===== src/rtl/parity_rr_pkg.sv =====
// Shared types and helpers for the parity round-robin scheduler: FSM state,
// the fixed XOR5 operand width and the cyclic first-valid picker.
package parity_rr_pkg;

  localparam int DW_FIXED     = 5;
  localparam int NREQ_DEFAULT = 4;
  localparam int NREQ_MAX     = 8;

  typedef enum logic {
    IDLE = 1'b0,
    HOLD = 1'b1
  } state_t;

  typedef struct packed {
    logic       hit;
    logic [2:0] idx;
  } pick_t;

  // First valid requester at or after ptr, walking cyclically over nreq slots.
  function automatic pick_t rr_pick(input logic [NREQ_MAX-1:0] valid,
                                    input logic [2:0]          ptr,
                                    input int                  nreq);
    pick_t r;
    int    j;
    r = '0;
    for (int i = 0; i < NREQ_MAX; i++) begin
      j = (int'(ptr) + i) % nreq;
      if (i < nreq && !r.hit && valid[3'(j)]) begin
        r.hit = 1'b1;
        r.idx = 3'(j);
      end
    end
    return r;
  endfunction

endpackage


===== src/rtl/parity_rr_scheduler_parity5_unit.sv =====
// The shared resource: a purely combinational 5-input XOR (odd-ones detector).
module parity5_unit (
  input  logic [4:0] i_in,
  output logic       o_out
);

  assign o_out = ^i_in;

endmodule


===== src/rtl/parity_rr_scheduler.sv =====
// Round-robin scheduler sharing one XOR5 unit among NREQ valid/ready requesters.
// Optional completed-response counter enabled by defining PARITY_RR_STATS_EN.
module parity_rr_scheduler
  import parity_rr_pkg::*;
#(
  parameter int NREQ = NREQ_DEFAULT,
  parameter int IDW  = $clog2(NREQ),
  parameter int DW   = DW_FIXED
) (
  input  logic              clk,
  input  logic              rst_n,
  input  logic [NREQ-1:0]   req_valid,
  input  logic [NREQ*DW-1:0] req_data,
  output logic [NREQ-1:0]   req_ready,
  output logic              resp_valid,
  input  logic              resp_ready,
  output logic              resp_parity,
  output logic [IDW-1:0]    resp_id
`ifdef PARITY_RR_STATS_EN
  ,
  output logic [15:0]       stat_count
`endif
);

  state_t         r_state;
  state_t         w_state_next;
  logic [IDW-1:0] r_rr_ptr;
  logic [IDW-1:0] r_resp_id;
  logic           r_resp_parity;

  logic           w_done;
  logic           w_can_grant;
  logic           w_grant;
  logic [IDW-1:0] w_ptr_next;
  logic [IDW-1:0] w_ptr_eff;
  logic [IDW-1:0] w_gnt_idx;
  pick_t          w_pick;
  logic [DW-1:0]  w_operand;
  logic           w_parity;

  assign w_done     = (r_state == HOLD) && resp_ready;
  assign w_ptr_next = (r_resp_id == IDW'(NREQ-1)) ? '0 : r_resp_id + IDW'(1);
  // A same-cycle regrant on completion must already see the advanced pointer.
  assign w_ptr_eff  = w_done ? w_ptr_next : r_rr_ptr;

  // Gated by rst_n so nothing is accepted while reset is held.
  assign w_can_grant = rst_n && ((r_state == IDLE) || w_done);
  assign w_pick      = rr_pick(NREQ_MAX'(req_valid), 3'(w_ptr_eff), NREQ);
  assign w_grant     = w_can_grant && w_pick.hit;
  assign w_gnt_idx   = IDW'(w_pick.idx);

  always_comb begin
    // NOTE: default first so every path assigns w_operand; otherwise a latch is inferred.
    w_operand = '0;
    for (int i = 0; i < NREQ; i++) begin
      if (IDW'(i) == w_gnt_idx) w_operand = req_data[i*DW +: DW];
    end
  end

  parity5_unit u_parity5 (
    .i_in  (w_operand),
    .o_out (w_parity)
  );

  // NOTE: sequential state uses non-blocking assignments so all registers update together.
  always_ff @(posedge clk or negedge rst_n) begin
    if (!rst_n) r_state <= IDLE;
    else        r_state <= w_state_next;
  end

  always_comb begin
    w_state_next = r_state;
    case (r_state)
      IDLE:    if (w_grant) w_state_next = HOLD;
      HOLD:    if (resp_ready) w_state_next = w_grant ? HOLD : IDLE;
      default: w_state_next = IDLE;
    endcase
  end

  always_comb begin
    req_ready  = '0;
    resp_valid = (r_state == HOLD);
    if (w_grant) req_ready = NREQ'(1) << w_gnt_idx;
  end

  always_ff @(posedge clk or negedge rst_n) begin
    if (!rst_n) begin
      r_rr_ptr      <= '0;
      r_resp_id     <= '0;
      r_resp_parity <= 1'b0;
    end else begin
      if (w_done)  r_rr_ptr <= w_ptr_next;
      if (w_grant) begin
        r_resp_id     <= w_gnt_idx;
        r_resp_parity <= w_parity;
      end
    end
  end

  assign resp_id     = r_resp_id;
  assign resp_parity = r_resp_parity;

`ifdef PARITY_RR_STATS_EN
  logic [15:0] r_stat_count;

  always_ff @(posedge clk or negedge rst_n) begin
    if (!rst_n)                                r_stat_count <= '0;
    else if (w_done && r_stat_count != 16'hFFFF) r_stat_count <= r_stat_count + 16'd1;
  end

  assign stat_count = r_stat_count;
`endif

endmodule


===== config.mk =====
export PLATFORM = sky130hd
export DESIGN_NAME = parity_rr_scheduler
export DESIGN_NICKNAME = d
export VERILOG_FILES = /design/src/rtl/parity_rr_pkg.sv /design/src/rtl/parity_rr_scheduler_parity5_unit.sv /design/src/rtl/parity_rr_scheduler.sv
export SDC_FILE = /design/constraint.sdc
export NUM_CORES = 1
export LEC_CHECK = 0
export ABC_AREA = 1
export CORE_UTILIZATION = 39
export CTS_CLUSTER_SIZE = 40
export DETAILED_ROUTE_END_ITERATION = 8
export GPL_ROUTABILITY_DRIVEN = 0
export PLACE_DENSITY = 0.72
export SETUP_SLACK_MARGIN = 0.15
export SLEW_MARGIN = 5
export SYNTH_ARGS = -nofsm -noshare
export SYNTH_HDL_FRONTEND = slang
export SYNTH_HIERARCHICAL = 1
export SYNTH_SLANG_ARGS = --single-unit

===== constraint.sdc =====
create_clock -name clk -period 3.18 [get_ports clk]
set_clock_uncertainty 0.2 [all_clocks]
set_input_delay 0.477 -clock clk [delete_from_list [all_inputs] [get_ports clk]]
set_output_delay 0.477 -clock clk [all_outputs]
set_load 0.1 [all_outputs]

==> results summary, run 1 <==
The total stage count of the critical path is 15. The max-cap violation count is 0. During placement, the flow inserted port buffers numbering 34. The cell count after synthesis came out at 155. CTS placed an instance of clkbuf_4 at the clock tree root. Of the cells placed in the final design, the portion with a size suffix greater than 1 is 0.443. STA classifies the critical path startpoint as a register. The met1 global-route usage came out at 0.358. In this run, the number of DRC markers left after iteration 0 of detailed routing was 38. By startpoint and endpoint, the worst setup path is classified as register to output port. The routed length per placed instance is 13.9 um.

The antenna diode count is 0. The final worst hold slack came out at 297 ps. The maximum root-to-sink buffer count is 2. The starting utilization of the core area is 0.422. Counting flops and latches in the post-synthesis netlist gives 6. Together, buffers and inverters on the worst path number 2. For this run, the slowest stage of the critical path takes 500 ps. In the global route stage, met2 resource usage came out at 0.500. Static timing analysis puts the maximum clock frequency at 325 MHz. For this run, design rule violations remaining after detail routing come to 0. The post-route minimum period is 3080 ps. The final sum of negative setup slack came out at 0 ps.

By area the synthesized netlist is led by nand2_1, dfrtp_1, nand3_1. In this run the vertical extent of the chip is 51.4 um. The number of cell rows is 17. Data on the critical path is required at its endpoint by 2500 ps. The final wirelength came out at 3.43 mm.

Setup repair after global routing could not meet its margin everywhere. The boundary pin count is 35. The register area share after synthesis is 0.158. The overall die width came out at 51.4 um.

From synthesis to final layout, the design area changed by 92.6%. The flow ran to the end, and the final reports show no timing, DRC or antenna violations. Setup violations remaining at the end of the flow were counted as 0. The H-tree depth is 1. The worst relative slew slack came out at 0.815. The highest net fanout along the worst path came out at 8. After synthesis the cells add up to 952 sq um. The clock insertion delay at the later pin of the skew report is 250 ps.

The post-placement worst setup slack came out at -136 ps. The number of antenna-violating nets in the routed design came out at 0. Clock tree synthesis found a total of 6 sinks. The library cells used most frequently in the layout, excluding fill and tap cells, are nand2_1, buf_4, clkdlybuf4s50_1, nand3_1, inv_1. The combined global-route utilization of all metal layers is 0.286.

The clock slew seen by the registers of the worst setup and hold paths came out at 40 ps. A synthesized cell averages 6.14 sq um. The pre-antenna-repair detailed-routing pass consisted of 4 iterations. TritonCTS built the clock tree. In this run the most used layer during global routing was met2. The number of global-route vias before repair came out at 1,281. The sum of net half-perimeters after detailed placement is 2.52 mm. The pin slew with the least headroom to its limit is 280 ps. The final clock period utilization by the worst path is 0.968. For this design, the slowest cell found on the critical path is dfrtp_4. The initial antenna violation count came out at 0.

The depth of the most critical reg-to-reg path is 23. The largest net degree at the start of global routing is 10. The number of nets in the finished design came out at 248. The max-slew violation count came out at 0. The number of clock buffers added by TritonCTS is 3. The endpoint type of the worst setup path is an output port. The library cell used most frequently in the layout, excluding fill and tap cells, is nand2_1. The largest total area in the synthesized netlist belongs to nand2_1. The synthesized net count came out at 183. The Yosys step of the flow raised 6 warnings. The ratio of routed vias to standard cells came out at 5.15. The gate family responsible for the most delay along the worst path is simple AND/OR/NAND/NOR gates.

The type of the tightest min-delay check is register to register. The core outline area is 0.00225 sq mm. The signal on the critical path passes through ha_4 > nor2_4 > nand2_4 > nand2_8 > nand2_1 > nand2_2 > nand2_1 > nand2_4 > nor2_4 > nor2_2 > o21ai_2 > inv_2 > nand2_2 > a21oi_4 > buf_12.

The arrival time of the worst setup path came out at 2400 ps. The number of hold buffers added after CTS was 0. The post-layout worst setup margin came out at 102 ps. The worst hold path was traced through 2 stages. For this run, global-route usage on met3 was measured as 0.0149.

Of the post-synthesis cell area, the dominant cell type holds 0.213. The die footprint is 0.00264 sq mm. The number of distinct standard cells referenced by the synthesized netlist is 23. The count of endpoints failing hold in the final timing report came out at 0.

The global-route wire length before repair is 5.56 mm. The routed via count is 1,272. The global route total overflow came out at 0.
## per-stage QoR
step | area (sq um) | instances | utilization
final | 1830 | 247 | 0.814
after CTS | 1790 | 247 | 0.796
after global routing | 1830 | 247 | 0.814
after detailed placement | 1610 | 235 | 0.714
after global placement | 1610 | 235 | 0.714
after floorplan | 1070 | 155 | -
## synthesized netlist by cell type
library cell,count
a21oi_2,1
nand3_1,23
inv_2,1
dfrtp_1,6
buf_6,2
nand3_2,6
clkinv_2,1
nand2_4,7
nor2_2,2
inv_1,15
nand2_1,54
o21ai_0,1
o21ai_1,2
nand4_2,1
nand2_2,8
a21oi_1,1
nor2_1,7
o21ai_2,1
ha_1,1
xor2_1,1
nand4_1,12
nand3b_1,1
buf_8,1
## area by class of cell
class | count | area, sq um
multi-input cells | 130 | 927
clock buffers | 4 | 26.3
fillers | 152 | 420
inverters | 17 | 65.1
well taps | 28 | 35.0
repair buffers | 62 | 619
flip-flops and latches | 6 | 161
## registers in the layout (all words and copies together) (netlist names)
signal,count
resp_parity,1
resp_valid,1
resp_id,2
r_rr_ptr,2
## final timing paths
kind / to / slack, ps / from
max in group asynchronous: resp_id[0] / 2300 / rst_n
setup reg to reg: resp_parity / 220 / resp_id[0]
setup / recovery: req_ready[2] / 100 / resp_id[0]
hold reg to reg: resp_parity / 300 / resp_parity
min in group asynchronous: resp_id[1] / 340 / rst_n
hold / removal: resp_parity / 300 / resp_parity
## repair_timing
action                     in CTS  in global routing
pin swaps                      23                  5
gates resized for setup        21                  8
gates cloned                    1                  0
setup buffers                   7                  0
setup endpoints to repair       5                  5
## routing by layer
| metal | wire (um) | up-vias |
|---|---|---|
| met5 | 0 | - |
| met4 | 50 | 0 |
| met3 | 132 | 4 |
| met2 | 1800 | 32 |
| met1 | 1450 | 593 |
| li1 | - | 643 |
## cell families (layout without fill, tap and decap cells)
| family | after synthesis | after routing | synth area share |
|---|---|---|---|
| simple gates | 121 | 122 | 0.673 |
| buf+inv | 20 | 83 | 0.108 |
| compound gates | 6 | 6 | 0.0394 |
| flops | 6 | 6 | 0.158 |
| fa+ha+maj | 1 | 1 | 0.0131 |
| xor+xnor | 1 | 1 | 0.00920 |
## tightest hold or removal path: stages (launching register included)
cell and delay [ps]:
dfrtp_1 340, nand2_1 70, nand2_1 60
Power of run 1 is left out: the tool's default activity adds up to more than one toggle a clock period on the data nets, which glitch-free logic cannot reach.
==> run 2: changes to the inputs <==
Settings changed: SKIP_LAST_GASP set to 1.
==> results of run 2 <==
Same layout as run 1: the final DEF is identical, and so are final timing and power.
Power of run 2 is left out for the same reason.
